===== src/rtl/stage5_lane_sched_pkg.sv =====
// Shared widths, codes and state type for the stage-5 lane scheduler.
// Counterpart of the para_def.v defines used by the stage-5 extractors.
package stage5_lane_sched_pkg;

  localparam int MAX_MESSAGE_BITS          = 32;
  localparam int MESSAGE_MUX_CONTROL_WIDTH = 4;
  localparam int N_TYPE_CONTROL_WIDTH      = 3;

  localparam logic [MESSAGE_MUX_CONTROL_WIDTH-1:0] MESSAGE_MUX_N    = 4'd3;
  // No extractor decodes this code, so an idle lane yields the default output.
  localparam logic [MESSAGE_MUX_CONTROL_WIDTH-1:0] MESSAGE_MUX_IDLE = 4'hF;
  localparam logic [N_TYPE_CONTROL_WIDTH-1:0]      N_TYPE_M         = 3'd2;
  localparam logic [MAX_MESSAGE_BITS-1:0]          DEFAUT_INFOR     = 32'h0000_0000;

  typedef enum logic {
    ST_COLLECT = 1'b0,
    ST_ISSUE   = 1'b1
  } sched_state_t;

endpackage


===== src/rtl/stage5_lane_reg.sv =====
// One scheduler lane: captures a message with its mux/subtype codes,
// and returns to the idle code with a zero body when the batch retires.
module stage5_lane_reg
  import stage5_lane_sched_pkg::*;
(
  input  logic                                 clk,
  input  logic                                 rst_n,
  input  logic                                 load,
  input  logic                                 clear,
  input  logic [MAX_MESSAGE_BITS-1:0]          cap_message,
  input  logic [MESSAGE_MUX_CONTROL_WIDTH-1:0] cap_mux,
  input  logic [N_TYPE_CONTROL_WIDTH-1:0]      cap_ntype,
  output logic [MAX_MESSAGE_BITS-1:0]          message,
  output logic [MESSAGE_MUX_CONTROL_WIDTH-1:0] mux_ctrl,
  output logic [N_TYPE_CONTROL_WIDTH-1:0]      ntype
);

  // Lane contents: clear has priority, although it never coincides with load.
  always_ff @(posedge clk or negedge rst_n) begin
    if (!rst_n) begin
      message  <= '0;
      mux_ctrl <= MESSAGE_MUX_IDLE;
      ntype    <= '0;
    end else if (clear) begin
      message  <= '0;
      mux_ctrl <= MESSAGE_MUX_IDLE;
      ntype    <= '0;
    end else if (load) begin
      message  <= cap_message;
      mux_ctrl <= cap_mux;
      ntype    <= cap_ntype;
    end
  end

endmodule


===== src/rtl/stage5_lane_sched.sv =====
// Packs up to three stage-4 messages into the stage-5 extractor lanes and
// holds each batch until stage 6 accepts it; partial batches leave on timeout or flush.
module stage5_lane_sched
  import stage5_lane_sched_pkg::*;
#(
  parameter int FLUSH_TIMEOUT = 16,
  parameter int BATCH_CNT_W   = 16
) (
  input  logic                                 clk,
  input  logic                                 rst_n,
  input  logic                                 in_valid,
  output logic                                 in_ready,
  input  logic [MAX_MESSAGE_BITS-1:0]          in_message,
  input  logic [MESSAGE_MUX_CONTROL_WIDTH-1:0] in_mux_ctrl,
  input  logic [N_TYPE_CONTROL_WIDTH-1:0]      in_ntype,
  input  logic                                 flush,
  input  logic                                 out_ready,
  output logic                                 message_en,
  output logic [MAX_MESSAGE_BITS-1:0]          message_1,
  output logic [MAX_MESSAGE_BITS-1:0]          message_2,
  output logic [MAX_MESSAGE_BITS-1:0]          message_3,
  output logic [MESSAGE_MUX_CONTROL_WIDTH-1:0] message_mux_control_m1,
  output logic [MESSAGE_MUX_CONTROL_WIDTH-1:0] message_mux_control_m2,
  output logic [MESSAGE_MUX_CONTROL_WIDTH-1:0] message_mux_control_m3,
  output logic [N_TYPE_CONTROL_WIDTH-1:0]      N_type_control_m1,
  output logic [N_TYPE_CONTROL_WIDTH-1:0]      N_type_control_m2,
  output logic [N_TYPE_CONTROL_WIDTH-1:0]      N_type_control_m3,
  output logic [1:0]                           lanes_used,
  output logic [BATCH_CNT_W-1:0]               batch_cnt
);

  sched_state_t           state_r, state_next_s;
  logic [1:0]             fill_r, fill_next_s;
  logic [7:0]             timer_r, timer_next_s;
  logic                   en_r, en_next_s;
  logic [1:0]             used_r, used_next_s;
  logic [BATCH_CNT_W-1:0] cnt_r, cnt_next_s;
  logic                   accept_s;
  logic                   clear_s;
  logic                   timeout_s;
  logic [2:0]             load_s;

  logic [MAX_MESSAGE_BITS-1:0]          lane_msg_s [3];
  logic [MESSAGE_MUX_CONTROL_WIDTH-1:0] lane_mux_s [3];
  logic [N_TYPE_CONTROL_WIDTH-1:0]      lane_nt_s  [3];

  assign in_ready  = (state_r == ST_COLLECT);
  assign accept_s  = in_valid && in_ready;
  assign timeout_s = (timer_r == 8'(FLUSH_TIMEOUT - 1));

  // The next free lane (arrival order) takes the accepted message.
  always_comb begin
    load_s = 3'b000;
    if (accept_s) begin
      case (fill_r)
        2'd0:    load_s = 3'b001;
        2'd1:    load_s = 3'b010;
        2'd2:    load_s = 3'b100;
        default: load_s = 3'b000;
      endcase
    end else begin
      load_s = 3'b000;
    end
  end

  // Next-state: collect, then issue on full batch, flush or idle timeout.
  always_comb begin
    state_next_s = state_r;
    fill_next_s  = fill_r;
    timer_next_s = timer_r;
    en_next_s    = en_r;
    used_next_s  = used_r;
    cnt_next_s   = cnt_r;
    clear_s      = 1'b0;
    case (state_r)
      ST_COLLECT: begin
        if (accept_s) begin
          // An accepted message beats a coincident timeout; flush still issues.
          fill_next_s  = fill_r + 2'd1;
          timer_next_s = 8'd0;
          if ((fill_r == 2'd2) || flush) begin
            state_next_s = ST_ISSUE;
            en_next_s    = 1'b1;
            used_next_s  = fill_r + 2'd1;
          end else begin
            state_next_s = ST_COLLECT;
          end
        end else if (fill_r == 2'd0) begin
          timer_next_s = 8'd0;
        end else if (flush || timeout_s) begin
          state_next_s = ST_ISSUE;
          en_next_s    = 1'b1;
          used_next_s  = fill_r;
          timer_next_s = 8'd0;
        end else begin
          timer_next_s = timer_r + 8'd1;
        end
      end
      ST_ISSUE: begin
        if (out_ready) begin
          state_next_s = ST_COLLECT;
          fill_next_s  = 2'd0;
          timer_next_s = 8'd0;
          en_next_s    = 1'b0;
          used_next_s  = 2'd0;
          cnt_next_s   = cnt_r + BATCH_CNT_W'(1);
          clear_s      = 1'b1;
        end else begin
          state_next_s = ST_ISSUE;
        end
      end
      default: begin
        state_next_s = ST_COLLECT;
        fill_next_s  = 2'd0;
        timer_next_s = 8'd0;
        en_next_s    = 1'b0;
        used_next_s  = 2'd0;
        clear_s      = 1'b1;
      end
    endcase
  end

  // Scheduler state registers.
  always_ff @(posedge clk or negedge rst_n) begin
    if (!rst_n) begin
      state_r <= ST_COLLECT;
      fill_r  <= 2'd0;
      timer_r <= 8'd0;
      en_r    <= 1'b0;
      used_r  <= 2'd0;
      cnt_r   <= '0;
    end else begin
      state_r <= state_next_s;
      fill_r  <= fill_next_s;
      timer_r <= timer_next_s;
      en_r    <= en_next_s;
      used_r  <= used_next_s;
      cnt_r   <= cnt_next_s;
    end
  end

  for (genvar i = 0; i < 3; i++) begin : g_lane
    stage5_lane_reg u_lane (
      .clk         (clk),
      .rst_n       (rst_n),
      .load        (load_s[i]),
      .clear       (clear_s),
      .cap_message (in_message),
      .cap_mux     (in_mux_ctrl),
      .cap_ntype   (in_ntype),
      .message     (lane_msg_s[i]),
      .mux_ctrl    (lane_mux_s[i]),
      .ntype       (lane_nt_s[i])
    );
  end

  assign message_en             = en_r;
  assign lanes_used             = used_r;
  assign batch_cnt              = cnt_r;
  assign message_1              = lane_msg_s[0];
  assign message_2              = lane_msg_s[1];
  assign message_3              = lane_msg_s[2];
  assign message_mux_control_m1 = lane_mux_s[0];
  assign message_mux_control_m2 = lane_mux_s[1];
  assign message_mux_control_m3 = lane_mux_s[2];
  assign N_type_control_m1      = lane_nt_s[0];
  assign N_type_control_m2      = lane_nt_s[1];
  assign N_type_control_m3      = lane_nt_s[2];

endmodule


===== config.mk =====
export PLATFORM = sky130hd
export DESIGN_NAME = stage5_lane_sched
export DESIGN_NICKNAME = d
export VERILOG_FILES = /design/src/rtl/stage5_lane_sched_pkg.sv /design/src/rtl/stage5_lane_reg.sv /design/src/rtl/stage5_lane_sched.sv
export SDC_FILE = /design/constraint.sdc
export NUM_CORES = 1
export LEC_CHECK = 0
export CAP_MARGIN = 20
export CORE_MARGIN = 2
export CORE_UTILIZATION = 63
export DETAILED_ROUTE_END_ITERATION = 7
export DONT_BUFFER_PORTS = 1
export PLACE_DENSITY = 0.88
export SETUP_SLACK_MARGIN = 0.02
export SYNTH_ARGS = -nofsm -noshare
export SYNTH_HDL_FRONTEND = slang
export SYNTH_SLANG_ARGS = --single-unit
export TNS_END_PERCENT = 20

===== constraint.sdc =====
create_clock -name clk -period 2.2 [get_ports clk]
set_input_delay 0.55 -clock clk [delete_from_list [all_inputs] [get_ports clk]]
set_output_delay 0.55 -clock clk [all_outputs]
set_load 0.05 [all_outputs]

# Word level (Yosys, flattened, before mapping)
# Index checks and enable logic that the tools add are counted.
dict set report classes {
  n_addsub 3
  multipliers 0
  div_mod_pow 0
  magnitude_cmp 0
  n_eq_ne 8
  shift 0
  mux 47
  bitwise_logic 1
  n_reduce_logical 10
}
# op count
set ops {}
lappend ops {{2-to-1 mux 32 bit} 6}
lappend ops {{2-to-1 mux 8 bit} 4}
lappend ops {{2-to-1 mux 4 bit} 6}
lappend ops {{2-to-1 mux 3 bit} 7}
lappend ops {{adder 16 x 1 -> 16 bit (second input constant)} 1}
lappend ops {{case mux 8 bit (2 select lines)} 1}
lappend ops {{2-to-1 mux 1 bit} 12}
lappend ops {{2-to-1 mux 2 bit} 6}
lappend ops {{case mux 3 bit (3 select lines)} 1}
lappend ops {{adder 8 x 1 -> 8 bit (second input constant)} 1}
lappend ops {{equality test 8 x 4 -> 1 bit (second input constant)} 1}
lappend ops {{case mux 2 bit (2 select lines)} 2}
lappend ops {{nonzero test 2 bit} 3}
lappend ops {{case mux 1 bit (2 select lines)} 2}
lappend ops {{AND reduction 2 bit} 2}
lappend ops {{AND reduction 4 bit} 1}
lappend ops {{!= test 3 x 1 -> 1 bit (second input constant)} 1}
lappend ops {{!= test 3 x 2 -> 1 bit (second input constant)} 1}
lappend ops {{!= test 3 bit (second input constant)} 1}
lappend ops {{adder 2 x 1 -> 2 bit (second input constant)} 1}
lappend ops {{equality test 2 x 1 -> 1 bit (second input constant)} 1}
lappend ops {{equality test 2 bit (second input constant)} 1}
lappend ops {{logical NOT 2 bit} 1}
lappend ops {{logical OR 1 bit} 2}
lappend ops {{4 further kinds} 4}
dict set report totals {
  reg_bits 147
  latchBits 0
  ram_bits 0
  rom_bits 0
  in_bits 44
  memories 0
}

# Longest topological paths before layout
# Gate-level depths: netlist (run 1).
dict set report logic_depth {
  depth_word 6
  mapped_depth 7
}

# Hierarchy
# A second synthesis (run 1) with hierarchy kept.
dict set report unflattened {
  cells_unflattened 526
  hier_area_um2 6348.6
}
# module n_inst cells_per_inst area_each_um2 seq_area_each_um2
set modules_own_cells {}
lappend modules_own_cells {stage5_lane_reg 3 126 1601.5 980.9}
lappend modules_own_cells {stage5_lane_sched 1 148 1544.0 750.7}

# Worst setup path before layout (run 1)
# Ideal clock, no wire load.
dict set report synth_path {
  kind {register to register}
  start {reg cnt_r[0] (netlist: batch_cnt[0])}
  end {reg cnt_r[12] (netlist: batch_cnt[12])}
  arrival_time_ps 1582
  required_time_ps 2058
  path_slack_ps 476
  path_stages_with_launch 6
  path_buffers 0
  cell_sequence {dfrtp_1 > ha_1 > nand3_1 > nor3_2 > nand4_1 > xnor2_1}
}
dict set report synth_between {
  elab_chain_cells 1
}
# item line
set synth_lines {}
lappend synth_lines {{start: declaration} stage5_lane_sched.sv:37} ;# logic [BATCH_CNT_W-1:0] cnt_r, cnt_next_s;
lappend synth_lines {{start signal: assignment} stage5_lane_sched.sv:138} ;# cnt_r <= cnt_next_s;
lappend synth_lines {{adder 16 x 1 -> 16 bit} stage5_lane_sched.sv:106} ;# cnt_next_s = cnt_r + BATCH_CNT_W'(1);
# No other way between the ends.
# A chain may end at the register's enable or synchronous reset.

# Worst setup path after layout (run 1)
dict set report layout_path {
  start {reg state_r}
  end {out in_ready}
}
dict set report layout_between {
  elab_chain_cells 1
}
# item line
set layout_lines {}
lappend layout_lines {{start: declaration} stage5_lane_sched.sv:32} ;# sched_state_t state_r, state_next_s;
lappend layout_lines {{start signal: assignment} stage5_lane_sched.sv:133} ;# state_r <= state_next_s;
lappend layout_lines {{inverter 1 bit} n/a}
lappend layout_lines {{end: declaration} stage5_lane_sched.sv:12} ;# output logic in_ready,
# No other way between the ends.

==> flow_metrics.env, run 1 <==
export IMPL_status="complete, but fails checks"
export IMPL_violations="hold timing"
export IMPL_worst_pin_slew_ns=0.561
export IMPL_max_stage_delay_ns=0.62
export IMPL_rrSetupSlack_ns=0.19
export IMPL_ys_warn_count=0
export IMPL_finalCritPeriodShare=0.923
export IMPL_final_cell_mix="nand2_1, dfrtp_1, a21oi_1"
export IMPL_io_pins=181
export IMPL_drt_pass1_iter_count=4
export IMPL_critical_path_arrival_ns=1.48
export IMPL_crit_path_max_fanout=14
export IMPL_critPathTopFamily="flip-flops"
export IMPL_ys_types=38
export IMPL_fin_worst_skew_ns=0.00989
export IMPL_num_nets_final=711
export IMPL_final_setup_tns_ns=0
export IMPL_async_reset_ff_frac=1.00
export IMPL_clock_sinks=147
export IMPL_antenna_found_initial=0
export IMPL_layout_commonest_cell="nand2_1"
export IMPL_n_antenna_cell=0
export IMPL_dp_slack_ns=0.204
export IMPL_reg2regPathDepth=6
export IMPL_fin_crit_ns=2.03
export IMPL_post_cts_buffers=0
export IMPL_clockRootBuffer="clkbuf_8"
export IMPL_grt_pass1_vias=4980
export IMPL_rsz0062_at_grt="false"
export IMPL_hold_ws_ns=-0.267
export IMPL_wl_per_cell_um=19.1
export IMPL_drc=0
export IMPL_syn_area_um2=6110
export IMPL_grt_max_degree=148
export IMPL_port_buffer_count=0
export IMPL_power_mw=13.0
export IMPL_critPathLaunch="state_r"
export IMPL_ys_flop_type="dfrtp_1"
export IMPL_die_height_um=102
export IMPL_maxCapViolCount=0
export IMPL_fin_area_um2=6940
export IMPL_crit_path_end="in_ready"
export IMPL_ys_ff_latch=147
export IMPL_fmax_ghz=0.492
export IMPL_synth_top_cell_by_area="dfrtp_1"
export IMPL_worst_path_buf_inv=1
export IMPL_tritoncts="yes"
export IMPL_rows=35
export IMPL_overflow=0
export IMPL_cts_repair_resize_count=0
export IMPL_setup_viol=0
export IMPL_core_um2=9330
export IMPL_syn_nets=709
export IMPL_syn2layout_area_growth_pct=13.6
export IMPL_cts_clk_slew_worst_paths_ns=0.07
export IMPL_ant_nets=0
export IMPL_start_kind="flip-flop"
export IMPL_synth_cells=659
export IMPL_hold_path_class="in -> async"
export IMPL_required_ns=1.65
export IMPL_routed_via_density=5.98
export IMPL_hold_viol=147
export IMPL_dieWidth_um=102
export IMPL_ir_drop_uv=972
export IMPL_p_leak_nw=3.16
export IMPL_r2r_end="timer_r[7]"
export IMPL_routed_via_count=4802
export IMPL_cellPowerDensity_nw_per_um2=1870
export IMPL_timing_rr_start="fill_r[0]"
export IMPL_wl_mm=15.3
export IMPL_fin_ws_ns=0.169
export IMPL_htreeDepth=4
export IMPL_slew_violations=0
export IMPL_relSlewSlack=0.626
export IMPL_synth_edff_count=0
export IMPL_clock_latency_ns=0.51
export IMPL_worst_path_stages=1
export IMPL_path_class="reg -> out"
export IMPL_synth_top_area_frac=0.553
export IMPL_start_util=0.655
export IMPL_cp_cell_sequence="inv_1"
export IMPL_hpwl_mm=10.2
export IMPL_dpl_cell_count=771
export IMPL_syn_avg_cell_area_um2=9.27
export IMPL_placed_cell_area_um2=6320
export IMPL_clock_path_buffers=2
export IMPL_fin_cells=803
export IMPL_slowest_stage="dfrtp_1"
export IMPL_worst_setup_path_end_kind="output pin"
export IMPL_grt_pass1_wl_mm=24.0
export IMPL_yosysSeqAreaShare=0.605
export IMPL_drtIter0Drc=323
export IMPL_drive_above_1_share=0.108
export IMPL_yosys_top_cells_area="dfrtp_1, nand2_1, a21oi_1"
export IMPL_cts_buffers=17
export IMPL_fp_dieArea_um2=10500
export IMPL_grt_use_total=0.299
export IMPL_place_gp_congestion=0.830
==> worst min path at each step <==
| stage | endpoint | startpoint | cells past startpoint |
|---|---|---|---|
| 2_1_floorplan | batch_cnt[0] | rst_n | 0 |
| 3_3_place_gp | batch_cnt[15] | rst_n | 0 |
| 3_5_place_dp | batch_cnt[15] | rst_n | 0 |
| 4_1_cts | g_lane[2].u_lane.ntype[0] | rst_n | 0 |
| 5_1_grt | batch_cnt[15] | rst_n | 0 |
| 6_report | batch_cnt[15] | rst_n | 0 |
==> power by group <==
| part | switching (mW) | internal [mW] | total [mW] |
|---|---|---|---|
| Clock | 1.14 | 1.87 | 3.01 |
| Combinational | 1.51 | 0.843 | 2.35 |
| Sequential | 3.94 | 3.68 | 7.62 |
| Total | 6.59 | 6.39 | 13.0 |
==> layer usage <==
| layer | track usage | share of wire | vias up |
|---|---|---|---|
| met5 | 0 | 0 | - |
| met4 | 0.131 | 0.027 | 0 |
| met3 | 0.115 | 0.11 | 33 |
| met2 | 0.515 | 0.51 | 258 |
| met1 | 0.328 | 0.34 | 2351 |
| li1 | - | - | 2160 |
==> metrics by stage <==
step                      utilization  hold slack, ns
after detailed placement        0.677           0.258
after global routing            0.744          -0.293
final                           0.744          -0.267
after CTS                       0.744          -0.282
after global placement          0.677           0.257
after floorplan                     -           0.254
==> final cells by class <==
type	instances	area, µm²
Sequential cell	147	3690
Tap cell	129	161
Fill cell	649	2390
Timing Repair Buffer	23	223
Clock inverter	13	198
Multi-Input combinational cell	463	2210
Clock buffer	19	422
Inverter	9	33.8
==> sequential cells by signal, summed over array words and instances (netlist names) <==
| name | count |
|---|---|
| timer_r | 8 |
| batch_cnt | 16 |
| fill_r | 2 |
| state_r | 1 |
| g_lane.u_lane.message | 96 |
| message_en | 1 |
| g_lane.u_lane.ntype | 9 |
| g_lane.u_lane.mux_ctrl | 12 |
| lanes_used | 2 |
==> cell usage after synthesis (2+ instances only) <==
master and number:
dfstp_2 12, buf_2 15, nand4_1 7, o21ai_0 7, xor2_1 5, nand2_1 256
xnor2_1 11, nor3b_1 3, dfrtp_1 135, a21o_1 2, ha_1 6, o21ai_1 3
nor2_1 6, nand3_1 19, and3_1 4, o22ai_1 2, mux2_2 2, a21oi_1 108
nor3_1 3, inv_1 9, buf_4 2, clkbuf_1 23, and2_1 4
==> cells by family (layout without fill, tap and decap cells) <==
| kind of cell | count (synthesis) | count (layout) | share of synthesized area |
|---|---|---|---|
| simple gates | 311 | 311 | 0.213 |
| flops | 147 | 147 | 0.605 |
| compound gates | 127 | 127 | 0.108 |
| buf+inv | 49 | 64 | 0.0344 |
| xor+xnor | 16 | 16 | 0.0229 |
| fa+ha+maj | 6 | 6 | 0.0123 |
| mux | 3 | 3 | 0.00533 |
No activity file was read; power rests on OpenSTA's default activity.
==> run 2, diff against run 1 <==
--- a/config.mk
+++ b/config.mk
@@ -5,9 +5,11 @@
 export SDC_FILE = /design/constraint.sdc
 export NUM_CORES = 1
 export LEC_CHECK = 0
+export ABC_AREA = 1
 export CAP_MARGIN = 20
 export CORE_MARGIN = 2
 export CORE_UTILIZATION = 63
+export CTS_CLUSTER_DIAMETER = 150
 export DETAILED_ROUTE_END_ITERATION = 7
 export DONT_BUFFER_PORTS = 1
 export PLACE_DENSITY = 0.88
==> flow_metrics.env, run 2 <==
export IMPL_grt_use_total=0.291
export IMPL_wl_mm=15.6
export IMPL_wl_met1_mm=5.99
export IMPL_synth_cells=774
export IMPL_syn_avg_cell_area_um2=8.39
export IMPL_final_setup_tns_ns=0
export IMPL_rrSetupSlack_ns=0.44
export IMPL_ys_ff_latch=147
export IMPL_hold_ws_ns=-0.270
export IMPL_core_um2=10200
export IMPL_drtIter0Drc=647
export IMPL_die_height_um=106
export IMPL_port_buffer_count=0
export IMPL_hold_viol=147
export IMPL_rows=37
export IMPL_final_cell_mix="nand2_1, dfrtp_1, inv_1"
export IMPL_slew_violations=0
export IMPL_dieWidth_um=106
export IMPL_yosysSeqAreaShare=0.569
export IMPL_routed_via_count=5109
export IMPL_fin_worst_skew_ns=0.00789
export IMPL_ys_flop_type="dfrtp_1"
export IMPL_layout_commonest_cell="nand2_1"
export IMPL_drive_above_1_share=0.0968
export IMPL_io_pins=181
export IMPL_cts_repair_resize_count=0
export IMPL_finalCritPeriodShare=0.808
export IMPL_start_kind="flip-flop"
export IMPL_fin_crit_ns=1.78
export IMPL_ant_nets=0
export IMPL_syn_area_um2=6490
export IMPL_syn_nets=824
export IMPL_worst_setup_path_end_kind="output pin"
export IMPL_required_ns=1.65
export IMPL_grt_pass1_wl_mm=25.5
export IMPL_ys_warn_count=0
export IMPL_rsz0062_at_grt="false"
export IMPL_start_util=0.637
export IMPL_routed_via_density=5.55
export IMPL_cts_buffers=17
export IMPL_syn2layout_area_growth_pct=10.1
export IMPL_ys_top_cells_by_count="nand2_1, dfrtp_1, inv_1"
export IMPL_clock_latency_ns=0.51
export IMPL_drc=0
export IMPL_overflow=0
export IMPL_setup_viol=0
export IMPL_n_antenna_cell=0
export IMPL_fmax_ghz=0.562
export IMPL_yosysMostFrequentCell="nand2_1"
export IMPL_fp_dieArea_um2=11100
export IMPL_tritoncts="yes"
export IMPL_relSlewSlack=0.606
export IMPL_synth_top_cell_by_area="dfrtp_1"
export IMPL_status="complete, but fails checks"
export IMPL_drt_pass1_iter_count=5
export IMPL_crit_path_max_fanout=4
export IMPL_clock_path_buffers=2
export IMPL_routed_top_layer="met4"
export IMPL_critPathLaunch="batch_cnt[4]"
export IMPL_maxCapViolCount=0
export IMPL_yosys_top_cells_area="dfrtp_1, nand2_1, nand3_1"
export IMPL_place_gp_congestion=0.845
export IMPL_critical_path_arrival_ns=1.23
export IMPL_timing_rr_start="state_r"
export IMPL_violations="hold timing"
export IMPL_top_register="g_lane.u_lane.message"
export IMPL_grt_pass1_vias=5032
export IMPL_htreeDepth=4
export IMPL_clock_sinks=147
export IMPL_clockRootBuffer="clkbuf_8"
export IMPL_async_reset_ff_frac=1.00
export IMPL_ys_types=27
export IMPL_wl_per_cell_um=16.9
export IMPL_worst_pin_slew_ns=0.592
export IMPL_hold_path_class="in -> async"
export IMPL_cts_clk_slew_worst_paths_ns=0.06
export IMPL_wl_met2_mm=7.81
export IMPL_synth_top_area_frac=0.520
export IMPL_num_nets_final=822
export IMPL_antenna_found_initial=0
export IMPL_hpwl_mm=10.3
export IMPL_wl_met3_mm=1.43
export IMPL_synth_edff_count=0
export IMPL_path_class="reg -> out"
export IMPL_largest_register_ffs=96
export IMPL_grt_max_degree=148
## run 2: changes by cell type after synthesis, moves of 17 or more
cell / before / now
nor2_1: 6 / 78
nand3_1: 19 / 81
clkbuf_1: 23 / 6
inv_1: 9 / 97
o21ai_0: 7 / 41
a21oi_1: 108 / 5
nand2_1: 256 / 238
## run 2: cells by family (layout without fill, tap and decap cells)
kind of cell,Yosys count,after routing,share of synthesized area
DFF,147,147,0.569
and+or+nand+nor,421,421,0.271
xor gates and xnor gates,14,14,0.0189
adders and majority gates,6,6,0.0116
buffers and inverters,137,148,0.0910
AOI/OAI and AO/OA,49,49,0.0387
## run 2: through the flow
stage                     setup slack, ns  hold WS (ns)  instances   util  cell area (µm²)
after floorplan                     0.579         0.254        774      -             6490
after global placement              0.571         0.258        889  0.647             6590
after detailed placement            0.483         0.257        889  0.647             6590
after CTS                           0.399        -0.292        921  0.702             7150
after global routing                0.304        -0.301        921  0.702             7150
final                               0.422        -0.270        921  0.702             7150
## run 2: path summary, 6_finish.rpt
kind,end,cells past startpoint
setup / recovery,batch_cnt[4],0
hold / removal,g_lane[0].u_lane.message[14],0
setup reg to reg,g_lane[2].u_lane.message[30],8
hold reg to reg,timer_r[0],1
max in group asynchronous,g_lane[0].u_lane.mux_ctrl[1],0
min in group clk,timer_r[7],3
## run 2: layout make-up
type | count | area, µm²
sequential | 147 | 3690
clock buffer | 19 | 422
timing repair buffer | 16 | 133
clock inverter | 13 | 138
tap | 136 | 170
inverter | 100 | 375
multi-input combinational | 490 | 2220
fill | 771 | 3040
## run 2: layer usage
metal | global-route usage | vias to the layer above
met4 | 0.102 | 0
met1 | 0.362 | 2455
li1 | - | 2375
met5 | 0 | -
met3 | 0.0934 | 40
met2 | 0.482 | 239
## run 2: worst reg2reg max path: stages, from the launching register on
cell     delay (ns)
dfrtp_1        0.42
inv_2          0.26
nand2_2        0.14
inv_2          0.14
nand2_2        0.07
nand2_1        0.07
buf_4          0.41
nand2_1        0.11
nand2_1        0.09
## run 2: repair_timing
item / CTS / global route
endpoints found under the hold margin: 147 / 147
buffers inserted: 0 / 0
setup endpoints to repair: 0 / 0
Power of run 2 is not shown: default switching activity piles up to over one toggle a cycle in this logic, so the estimate is an artifact.
==> run 3, diff against run 2 <==
--- a/config.mk
+++ b/config.mk
@@ -8,11 +8,11 @@
 export ABC_AREA = 1
 export CAP_MARGIN = 20
 export CORE_MARGIN = 2
-export CORE_UTILIZATION = 63
+export CORE_UTILIZATION = 57
 export CTS_CLUSTER_DIAMETER = 150
 export DETAILED_ROUTE_END_ITERATION = 7
 export DONT_BUFFER_PORTS = 1
-export PLACE_DENSITY = 0.88
+export PLACE_DENSITY = 0.84
 export SETUP_SLACK_MARGIN = 0.02
 export SYNTH_ARGS = -nofsm -noshare
 export SYNTH_HDL_FRONTEND = slang
==> constraint.sdc (replaced) <==
create_clock -name clk -period 1.5 [get_ports clk]
set_input_delay 0.375 -clock clk [delete_from_list [all_inputs] [get_ports clk]]
set_output_delay 0.375 -clock clk [all_outputs]
set_load 0.05 [all_outputs]
==> flow_metrics.env, run 3 (synthesis results as in run 2) <==
export IMPL_hold_viol=147
export IMPL_required_ns=1.12
export IMPL_fin_worst_skew_ns=0.00547
export IMPL_fmax_ghz=0.661
export IMPL_layout_commonest_cell="nand2_1"
export IMPL_hold_path_class="in -> async"
export IMPL_slew_violations=0
export IMPL_core_um2=11000
export IMPL_drive_above_1_share=0.169
export IMPL_wl_mm=17.2
export IMPL_num_nets_final=855
export IMPL_grt_max_degree=148
export IMPL_start_kind="flip-flop"
export IMPL_rows=38
export IMPL_ant_nets=0
export IMPL_fin_ws_ns=-0.0124
export IMPL_rsz0062_at_grt="true"
export IMPL_place_gp_congestion=0.877
export IMPL_cts_clk_slew_worst_paths_ns=0.06
export IMPL_worst_pin_slew_ns=0.530
export IMPL_drc=0
export IMPL_hold_ws_ns=-0.354
export IMPL_setup_viol=6
export IMPL_io_pins=181
export IMPL_n_antenna_cell=0
export IMPL_dieWidth_um=111
export IMPL_overflow=0
export IMPL_wl_per_cell_um=17.9
export IMPL_syn2layout_area_growth_pct=18.0
export IMPL_maxCapViolCount=0
export IMPL_grt_pass1_vias=5411
export IMPL_start_util=0.591
export IMPL_hpwl_mm=11.2
export IMPL_utilization=0.698
export IMPL_tritoncts="yes"
export IMPL_violations="hold timing, setup timing"
export IMPL_placed_cell_area_um2=6860
export IMPL_crit_path_max_fanout=2
export IMPL_fp_dieArea_um2=12300
export IMPL_clockRootBuffer="clkbuf_16"
export IMPL_fin_crit_ns=1.51
export IMPL_clock_latency_ns=0.42
export IMPL_antenna_found_initial=0
export IMPL_fin_area_um2=7660
export IMPL_die_height_um=111
export IMPL_htreeDepth=4
export IMPL_top_register="g_lane.u_lane.message"
export IMPL_drtIter0Drc=648
export IMPL_grt_use_total=0.282
export IMPL_cts_buffers=17
export IMPL_routed_via_count=5344
export IMPL_largest_register_ffs=96
export IMPL_clock_path_buffers=2
export IMPL_drt_pass1_iter_count=6
export IMPL_grt_pass1_wl_mm=27.6
export IMPL_final_cell_mix="nand2_1, dfrtp_1, inv_1"
export IMPL_worst_setup_path_end_kind="output pin"
export IMPL_status="complete, but fails checks"
export IMPL_routed_via_density=5.58
export IMPL_path_class="reg -> out"
export IMPL_finalCritPeriodShare=1.01
export IMPL_critical_path_arrival_ns=1.14
export IMPL_clock_sinks=147
export IMPL_port_buffer_count=0
export IMPL_relSlewSlack=0.647
run 3: final cells by class:
class / count / area, µm²
clock buffer: 18 / 439
clock inverter: 14 / 138
fill: 776 / 3320
inverter: 100 / 380
multi-input combinational: 490 / 2270
sequential: 147 / 3730
tap: 140 / 175
timing repair buffer: 49 / 536
run 3: timing repair:
item,4_1_cts,5_1_grt
setup buffers,4,5
resized for setup,12,38
setup endpoints to repair,60,134
gates cloned,1,1
pin swaps,1,5
endpoints found under the hold margin,147,147
run 3: through the flow:
stage / setup TNS [ns] / hold slack (ns) / instances / setup WS (ns)
6_report: -0.0324 / -0.354 / 958 / -0.0124
5_1_grt: -2.31 / -0.366 / 958 / -0.0946
4_1_cts: -0.146 / -0.364 / 953 / -0.0248
3_5_place_dp: -0.339 / 0.0825 / 916 / -0.0486
3_3_place_gp: 0 / 0.0829 / 916 / 0.0875
2_1_floorplan: 0 / 0.0794 / 774 / 0.0226
run 3: worst register-to-register path, stage by stage, from the launching register on:
cell and delay, ns:
dfrtp_1 0.40, inv_2 0.08, buf_4 0.14, ha_1 0.19
nand2_2 0.09, buf_4 0.27, nand3_1 0.14, nand2_1 0.12
run 3: metal layers:
metal	vias to the layer above	track usage	share of wire
met5	-	0	0
met1	2573	0.334	0.37
met2	289	0.472	0.50
met3	38	0.102	0.096
li1	2444	-	-
met4	0	0.109	0.025
run 3: final timing paths:
kind / start / end / slack, ns / depth (start not counted)
max in group asynchronous: rst_n / g_lane[1].u_lane.mux_ctrl[3] / 1.53 / 0
setup / recovery: g_lane[0].u_lane.mux_ctrl[3] / message_mux_control_m1[3] / -0.01 / 0
hold reg to reg: timer_r[1] / timer_r[1] / 0.54 / 2
hold / removal: rst_n / g_lane[2].u_lane.ntype[1] / -0.35 / 0
min in group clk: in_message[8] / g_lane[1].u_lane.message[8] / 0.18 / 4
setup reg to reg: fill_r[0] / g_lane[2].u_lane.message[11] / 0 / 7
Power of run 3 is left out for the same reason.
